==> src/rtl/activation_sequencer_pkg.sv <==
// Shared definitions for the activation sequencer slice.
// Contents: activation function encodings, sequencer state enum, default
// address widths and matching address typedefs.
package activation_sequencer_pkg;

    // Activation function select shared with the activation datapath.
    typedef logic [1:0] ACTIVATION_BIT_TYPE;

    localparam ACTIVATION_BIT_TYPE NO_ACTIVATION = 2'b00;
    localparam ACTIVATION_BIT_TYPE RELU          = 2'b01;
    localparam ACTIVATION_BIT_TYPE SIGMOID       = 2'b10;

    // Default widths of the accumulator and unified-buffer address spaces.
    localparam int ACC_ADDR_WIDTH_DEFAULT = 9;
    localparam int BUF_ADDR_WIDTH_DEFAULT = 24;

    typedef logic [ACC_ADDR_WIDTH_DEFAULT-1:0] acc_addr_t;
    typedef logic [BUF_ADDR_WIDTH_DEFAULT-1:0] buf_addr_t;

    // Sequencer control states.
    typedef enum logic [1:0] {
        IDLE  = 2'd0,
        ISSUE = 2'd1,
        DRAIN = 2'd2
    } seq_state_t;

endpackage

==> src/rtl/activation_sequencer_delay_line.sv <==
// sequencer_delay_line: DEPTH-stage shift register of {valid, address} that
// carries issued buffer rows to the write port after the pipeline latency.
// Latency: exactly DEPTH cycles. No backpressure: one entry shifts per cycle.
// Ports: clk, rst (async, active high), in_valid/in_address (stage input),
//        out_valid/out_address (last stage).
module sequencer_delay_line #(
    parameter int DEPTH      = 5,
    parameter int ADDR_WIDTH = 24
) (
    input  logic                  clk,
    input  logic                  rst,
    input  logic                  in_valid,
    input  logic [ADDR_WIDTH-1:0] in_address,
    output logic                  out_valid,
    output logic [ADDR_WIDTH-1:0] out_address
);

    logic [DEPTH-1:0]      vld;
    logic [ADDR_WIDTH-1:0] addr [DEPTH];

    // Addresses only advance with a valid entry behind them, so the final
    // stage keeps presenting the last written address while idle.
    always_ff @(posedge clk or posedge rst) begin
        if (rst) begin
            vld <= '0;
            for (int k = 0; k < DEPTH; k++) begin
                addr[k] <= '0;
            end
        end else begin
            vld[0] <= in_valid;
            if (in_valid) begin
                addr[0] <= in_address;
            end
            for (int k = 1; k < DEPTH; k++) begin
                vld[k] <= vld[k-1];
                if (vld[k-1]) begin
                    addr[k] <= addr[k-1];
                end
            end
        end
    end

    assign out_valid   = vld[DEPTH-1];
    assign out_address = addr[DEPTH-1];

endmodule

==> src/rtl/activation_sequencer.sv <==
// activation_sequencer: accepts one activation instruction, streams
// accumulator reads, presents activation function/signedness and emits
// unified-buffer writes aligned to the accumulator+activation latency.
// Backpressure: instr_ready is high only in IDLE; one instruction at a time.
// Ports: instr_* (dispatcher handshake and fields), acc_read_* (accumulator),
//        activation_function/signed_not_unsigned (activation unit),
//        buf_write_* (unified buffer), busy/done (status).
// Optional: define ACTIVATION_SEQUENCER_PERF_EN to add saturating
//        perf_rows_written and perf_busy_cycles counters.
module activation_sequencer
    import activation_sequencer_pkg::*;
#(
    parameter int ACC_ADDR_WIDTH     = 9,
    parameter int BUF_ADDR_WIDTH     = 24,
    parameter int LENGTH_WIDTH       = 16,
    parameter int ACC_READ_LATENCY   = 2,
    parameter int ACTIVATION_LATENCY = 3
) (
    input  logic                      clk,
    input  logic                      rst,
    input  logic                      instr_valid,
    output logic                      instr_ready,
    input  logic [ACC_ADDR_WIDTH-1:0] instr_acc_address,
    input  logic [BUF_ADDR_WIDTH-1:0] instr_buf_address,
    input  logic [LENGTH_WIDTH-1:0]   instr_length,
    input  ACTIVATION_BIT_TYPE        instr_activation_function,
    input  logic                      instr_signed_not_unsigned,
    output logic                      acc_read_enable,
    output logic [ACC_ADDR_WIDTH-1:0] acc_read_address,
    output ACTIVATION_BIT_TYPE        activation_function,
    output logic                      signed_not_unsigned,
    output logic                      buf_write_enable,
    output logic [BUF_ADDR_WIDTH-1:0] buf_write_address,
    output logic                      busy,
`ifdef ACTIVATION_SEQUENCER_PERF_EN
    output logic [31:0]               perf_rows_written,
    output logic [31:0]               perf_busy_cycles,
`endif
    output logic                      done
);

    // Cycles from a read strobe to the matching activation output byte vector.
    localparam int L       = ACC_READ_LATENCY + ACTIVATION_LATENCY;
    localparam int DRAIN_W = $clog2(L + 1);

    seq_state_t                state, state_nxt;
    logic [LENGTH_WIDTH-1:0]   len_q, len_nxt;
    logic [LENGTH_WIDTH-1:0]   row_idx, row_idx_nxt;
    logic [DRAIN_W-1:0]        drain_cnt, drain_cnt_nxt;
    logic [ACC_ADDR_WIDTH-1:0] acc_ptr_nxt;
    logic [BUF_ADDR_WIDTH-1:0] buf_ptr, buf_ptr_nxt;
    ACTIVATION_BIT_TYPE        func_nxt;
    logic                      sign_nxt;
    logic                      done_nxt;

    // State and datapath registers.
    always_ff @(posedge clk or posedge rst) begin
        if (rst) begin
            state               <= IDLE;
            len_q               <= '0;
            row_idx             <= '0;
            drain_cnt           <= '0;
            acc_read_address    <= '0;
            buf_ptr             <= '0;
            activation_function <= NO_ACTIVATION;
            signed_not_unsigned <= 1'b0;
            done                <= 1'b0;
        end else begin
            state               <= state_nxt;
            len_q               <= len_nxt;
            row_idx             <= row_idx_nxt;
            drain_cnt           <= drain_cnt_nxt;
            acc_read_address    <= acc_ptr_nxt;
            buf_ptr             <= buf_ptr_nxt;
            activation_function <= func_nxt;
            signed_not_unsigned <= sign_nxt;
            done                <= done_nxt;
        end
    end

    // Next-state and next-register logic.
    always_comb begin
        state_nxt     = state;
        len_nxt       = len_q;
        row_idx_nxt   = row_idx;
        drain_cnt_nxt = drain_cnt;
        acc_ptr_nxt   = acc_read_address;
        buf_ptr_nxt   = buf_ptr;
        func_nxt      = activation_function;
        sign_nxt      = signed_not_unsigned;
        done_nxt      = 1'b0;

        case (state)
            IDLE: begin
                if (instr_valid) begin
                    func_nxt      = instr_activation_function;
                    sign_nxt      = instr_signed_not_unsigned;
                    len_nxt       = instr_length;
                    row_idx_nxt   = '0;
                    drain_cnt_nxt = '0;
                    if (instr_length == '0) begin
                        // Empty instruction: complete immediately, leave the
                        // address outputs holding their previous values.
                        done_nxt = 1'b1;
                    end else begin
                        state_nxt   = ISSUE;
                        acc_ptr_nxt = instr_acc_address;
                        buf_ptr_nxt = instr_buf_address;
                    end
                end
            end

            ISSUE: begin
                if (row_idx == len_q - LENGTH_WIDTH'(1)) begin
                    // Last row: pointers stay on it so the read address holds.
                    state_nxt     = DRAIN;
                    drain_cnt_nxt = '0;
                end else begin
                    row_idx_nxt = row_idx + LENGTH_WIDTH'(1);
                    acc_ptr_nxt = acc_read_address + ACC_ADDR_WIDTH'(1);
                    buf_ptr_nxt = buf_ptr + BUF_ADDR_WIDTH'(1);
                end
            end

            DRAIN: begin
                // Wait out the pipeline so done coincides with the last write
                // having been presented on the previous cycle.
                if (drain_cnt == DRAIN_W'(L - 1)) begin
                    state_nxt = IDLE;
                    done_nxt  = 1'b1;
                end else begin
                    drain_cnt_nxt = drain_cnt + DRAIN_W'(1);
                end
            end

            default: begin
                state_nxt = IDLE;
            end
        endcase
    end

    assign acc_read_enable = (state == ISSUE);
    assign busy            = (state != IDLE);
    assign instr_ready     = (state == IDLE) && !rst;

    // Each issued row's buffer address travels alongside the data latency.
    sequencer_delay_line #(
        .DEPTH      (L),
        .ADDR_WIDTH (BUF_ADDR_WIDTH)
    ) u_delay_line (
        .clk         (clk),
        .rst         (rst),
        .in_valid    (acc_read_enable),
        .in_address  (buf_ptr),
        .out_valid   (buf_write_enable),
        .out_address (buf_write_address)
    );

`ifdef ACTIVATION_SEQUENCER_PERF_EN
    always_ff @(posedge clk or posedge rst) begin
        if (rst) begin
            perf_rows_written <= '0;
            perf_busy_cycles  <= '0;
        end else begin
            if (buf_write_enable && (perf_rows_written != '1)) begin
                perf_rows_written <= perf_rows_written + 32'd1;
            end
            if (busy && (perf_busy_cycles != '1)) begin
                perf_busy_cycles <= perf_busy_cycles + 32'd1;
            end
        end
    end
`endif

endmodule
==> config.mk <==
export PLATFORM = sky130hd
export DESIGN_NAME = activation_sequencer
export DESIGN_NICKNAME = d
export VERILOG_FILES = /design/src/rtl/activation_sequencer_pkg.sv /design/src/rtl/activation_sequencer_delay_line.sv /design/src/rtl/activation_sequencer.sv
export SDC_FILE = /design/constraint.sdc
export NUM_CORES = 1
export LEC_CHECK = 0
export CORE_ASPECT_RATIO = 0.9
export CORE_UTILIZATION = 57
export DETAILED_ROUTE_END_ITERATION = 6
export PLACE_DENSITY = 0.78
export SYNTH_ARGS = -nofsm -noshare
export SYNTH_HDL_FRONTEND = slang
export SYNTH_SLANG_ARGS = --single-unit
==> constraint.sdc <==
create_clock -name clk -period 20.5 [get_ports clk]
set_input_delay 4.1 -clock clk [delete_from_list [all_inputs] [get_ports clk]]
set_output_delay 4.1 -clock clk [all_outputs]
set_load 0.05 [all_outputs]
=== After elaboration in Yosys (flattened, before gate mapping) ===
Index checks and enable logic that the tools add are counted.
Widths: inputs -> output; s select.

* Add/sub/neg operators: 5
* Equal/unequal tests: 10
* Muxes and demuxes: 24
* Reduce and logical (&&, ||, !) cells: 12

{| class="wikitable"
|+ Operators with widths
! cell !! count
|-
| $mux 24 || 3
|-
| $pmux 24 s2 || 1
|-
| $mux 16 || 2
|-
| $pmux 16 s2 || 1
|-
| $mux 9 || 3
|-
| $add 24x1->24 const B || 1
|-
| $pmux 9 s2 || 1
|-
| $add 16x1->16 const B || 1
|-
| $eq 16x16->1 || 1
|-
| $logic_not 16->1 || 1
|-
| $sub 16x1->16 const B || 1
|-
| $ne 2x2->1 const B || 6
|-
| $reduce_and 4->1 || 3
|-
| $add 9x1->9 const B || 1
|-
| $mux 3 || 3
|-
| $pmux 3 s3 || 1
|-
| $mux 2 || 4
|-
| $pmux 2 s3 || 1
|-
| $reduce_bool 2->1 || 2
|-
| $add 3x1->3 const B || 1
|-
| $eq 3x3->1 const B || 1
|-
| $mux 1 || 3
|-
| $reduce_and 3->1 || 1
|-
| $reduce_bool 3->1 || 1
|-
| other kinds (7) || 7
|}

* Register bits: 199
* Input bits: 55
* Output and inout port bits: 41

=== Longest topological paths before layout ===
* Depth in word-level cells: 4
* Depth in mapped cells: 11

=== Modules after synthesis ===
A second synthesis with hierarchy kept.

* Cell total of the unflattened synthesis: 832
* Area total of the unflattened synthesis: 9995.8 um^2

{| class="wikitable"
|+ By module, submodules not included
! module !! times used !! cells each !! area an instance (um^2) !! seq. area each (um^2)
|-
| sequencer_delay_line || 1 || 285 || 5295.1 || 3128.0
|-
| activation_sequencer || 1 || 547 || 4700.8 || 1851.8
|}

=== Least setup slack after synthesis ===
OpenSTA, ideal clock, no wires.

* Kind: input to output
* Start: input rst
* End: output instr_ready
* Data arrival time: 4.754 ns
* Data required time: 16.400 ns
* Path slack: 11.646 ns
* Stages on the path: 1
* Path buffers: 0
* Cells stage by stage: nor2_1

* Cells in the longest elaborated chain, start to end: 2

{| class="wikitable"
|+ RTL lines
! element !! RTL line !! RTL
|-
| start: declaration || activation_sequencer.sv:20 || <nowiki>input logic rst,</nowiki>
|-
| $logic_not 1->1 (no source line) || n/a ||
|-
| $logic_and 1x1->1 || activation_sequencer.sv:144 || <nowiki>assign instr_ready = (state == IDLE) && !rst;</nowiki>
|-
| end: declaration || activation_sequencer.sv:22 || <nowiki>output logic instr_ready,</nowiki>
|}

No other way between the ends.

=== Final worst setup path ===
Ends and elaborated chain as after synthesis.

==> results.toml <==
[placement]
dp_hpwl_um = 13350
place_congestion = 0.8670
placed_area_mm2 = 0.01015
dp_slack_ps = 10840
io_buffers = 95

[drt]
routed_wl_um = 19890
met1Wirelength_um = 9396
first_pass_iters = 5
dr_wl_met3_um = 1056
wire_per_inst_um = 18.02
routed_via_density = 6.068
initialDrtViolationCount = 598
routed.top_layer = "met4"
drtAntennaViolNets = 0
vias = 6699
drc = 0
met2_length_um = 9167

[sta]
timing.final.ws_setup_ps = 10850
hold_violations = 0
fmax_mhz = 103.6
timing.setup.tns_ps = 0
fin_worst_skew_ps = 8.664
rsz0062_at_grt = "no"
period_share_pct = 47.09
setup_viol_count_final = 0
drv_slew = 0
min_period_ps = 9654
maxSlewHeadroom_pct = 26.93
worst_pin_slew_ps = 1096

[grt]
grt_max_degree = 119
grt_antenna_before_repair = 0
grt_pass1_vias = 6572
overflow = 0
grt_util_all_layers_pct = 26.06
grt_pass1_wl_um = 33690

[cells_and_area]
fin_area_mm2 = 0.01075
layout-drive-gt1-share_pct = 17.74
syn_to_final_growth_pct = 15.76
nets = 950
insertedDiodeCount = 0

[clock_network]
cts_num_sinks = 199
cts_buffers = 17
htreeDepth = 4
cts_resized = 0
root_buffer = "clkbuf_16"
holdBufCountCts = 0
cts.path.max_buffers = 2
clock_latency_ps = 440
tritoncts = "built"
post_cts_buffers = 0
cts.clk_slew.worst_paths_ps = 60

[die]
die-width_um = 136.6
die_y_um = 123.1
core_mm2 = 0.01566
initial_core_util_pct = 59.33
row_count = 43
num_io_pins = 96
design.die.area_mm2 = 0.01681

[pwr]
power_density_mw_per_mm2 = 162.7
leakage_nw = 4.501
switching_power_mw = 0.6770
pwr-share-clk_pct = 19.5
p_int_mw = 1.072
p_sw_share_pct = 38.70
vdd_ir_drop_max_v = 0.0001129
power_frac_comb_pct = 38.6
p_seq_share_pct = 41.9

[synth]
synth_top_area_share_pct = 53.61
synth_edf_count = 0
synth_area_leaders = "dfrtp_1, mux2_2, nand2_1"
syn_area_mm2 = 0.009289
syn_avg_cell_area_um2 = 11.03
seq_area_frac_synth_pct = 53.61
ys_top_cells_by_count = "dfrtp_1, nand2_1, mux2_2"
async_flop_share_pct = 100.0
synth_area_leader_cell = "dfrtp_1"
syn_inst = 842
synth_most_common_cell = "dfrtp_1"
ys_types = 64
yosysWarnings = 0
ys_seq_elements = 199
synth-main-ff-cell = "dfrtp_1"
syn-num-nets = 903

[worst_setup_path]
cp.required_ps = 16400
worst_ep_arrival_time_ps = 5550
crit_path_start = "rst"
worstSetupEndpointType = "output pin"
cp_max_fo = 2
rr_startpoint = "state[1]$_DFFE_PP0P_"
crit_type = "in2out"
worstSetupStartpointType = "input pin"

[min_path]
min-delay-start = "u_delay_line.addr[96]$_DFFE_PP0P_"
min_path_type = "reg2reg"

[run_status]
status = "complete, no violations"

[flow_run]
drv_cap = 0
[logic make-up (layout without fill, tap and decap cells)]
logic type / count (synthesis) / count (layout) / synth area share (%)
xor+xnor: 24 / 24 / 2.559
mux: 100 / 100 / 12.07
compound gates: 134 / 134 / 11.19
buf+inv: 88 / 148 / 4.984
fa+ha+maj: 6 / 6 / 0.8082
flops: 199 / 199 / 53.61
simple gates: 291 / 291 / 14.78
[worst max-delay path, cell delays in order]
cell             delay (ps)
clkdlybuf4s50_1         510
nor2_1                  140
clkdlybuf4s50_1         800
[routing by layer]
layer / vias up / global-route usage (%)
met2: 214 / 39.18
met5: - / 0
li1: 3086 / -
met3: 30 / 5.371
met1: 3369 / 38.07
met4: 0 / 7.917
[cell usage in the layout, fill, tap and decap left out, types with 10 or more instances in the layout]
master | Yosys | final
a21oi_1 | 18 | 18
a31oi_1 | 10 | 10
and3_1 | 17 | 17
clkbuf_16 | 0 | 17
clkdlybuf4s50_1 | 0 | 95
dfrtp_1 | 199 | 199
inv_1 | 14 | 13
mux2_2 | 96 | 96
nand2_1 | 154 | 154
nand3_1 | 14 | 14
nor2_1 | 28 | 28
nor3_1 | 12 | 12
nor4_1 | 17 | 17
o21ai_0 | 20 | 20
o31ai_1 | 11 | 11
o32ai_1 | 10 | 10
xnor2_1 | 13 | 13
[sequential cells by signal, indices dropped and copies added (netlist names)]
name and cells:
signed_not_unsigned 1, buf_ptr 24, activation_function 2, u_delay_line.addr 96, row_idx 16, acc_read_address 9
done 1, u_delay_line.vld 5, drain_cnt 3, len_q 16, state 2, u_delay_line.out_address 24
[stage by stage]
step	hold slack, ps	util (%)	total power, mW	cells
finish	474.4	68.68	1.749	1104
CTS	478.7	68.68	1.755	1104
detailed placement	461.8	64.80	1.408	1072
global placement	458.7	64.80	1.375	1072
global route	503.5	68.68	1.859	1104
floorplan	351.9	-	1.243	842
[final cells by class]
type                    instances  area (um^2)
clock buffers                  21        470.5
clock inverters                11        136.4
multi-input cells             555         3857
flip-flops and latches        199         4980
well taps                     202        252.7
inverters                      16        67.56
fillers                      1128         4903
repair buffers                100        988.4
[path summary, 6_finish.rpt]
| path | end | slack [ps] | cells after the start |
|---|---|---|---|
| max | instr_ready | 10850 | 3 |
| min | u_delay_line.addr[96]$_DFFE_PP0P_ | 470 | 2 |
| max reg2reg | buf_ptr[1]$_DFFE_PP0P_ | 16660 | 7 |
| min reg2reg | u_delay_line.addr[96]$_DFFE_PP0P_ | 470 | 2 |
| max in group asynchronous | u_delay_line.addr[71]$_DFFE_PP0P_ | 14740 | 3 |
| min in group asynchronous | activation_function[1]$_DFFE_PP0P_ | 4240 | 2 |
[power by group through the flow]
stage	sequential [mW]	clock (mW)	combinational, mW
after global routing	0.763	0.362	0.733
after CTS	0.732	0.347	0.677
after detailed placement	0.737	0	0.671
after floorplan	0.711	0	0.532
final	0.733	0.341	0.675
after global placement	0.724	0	0.650
(Power assumes the default switching activity.)
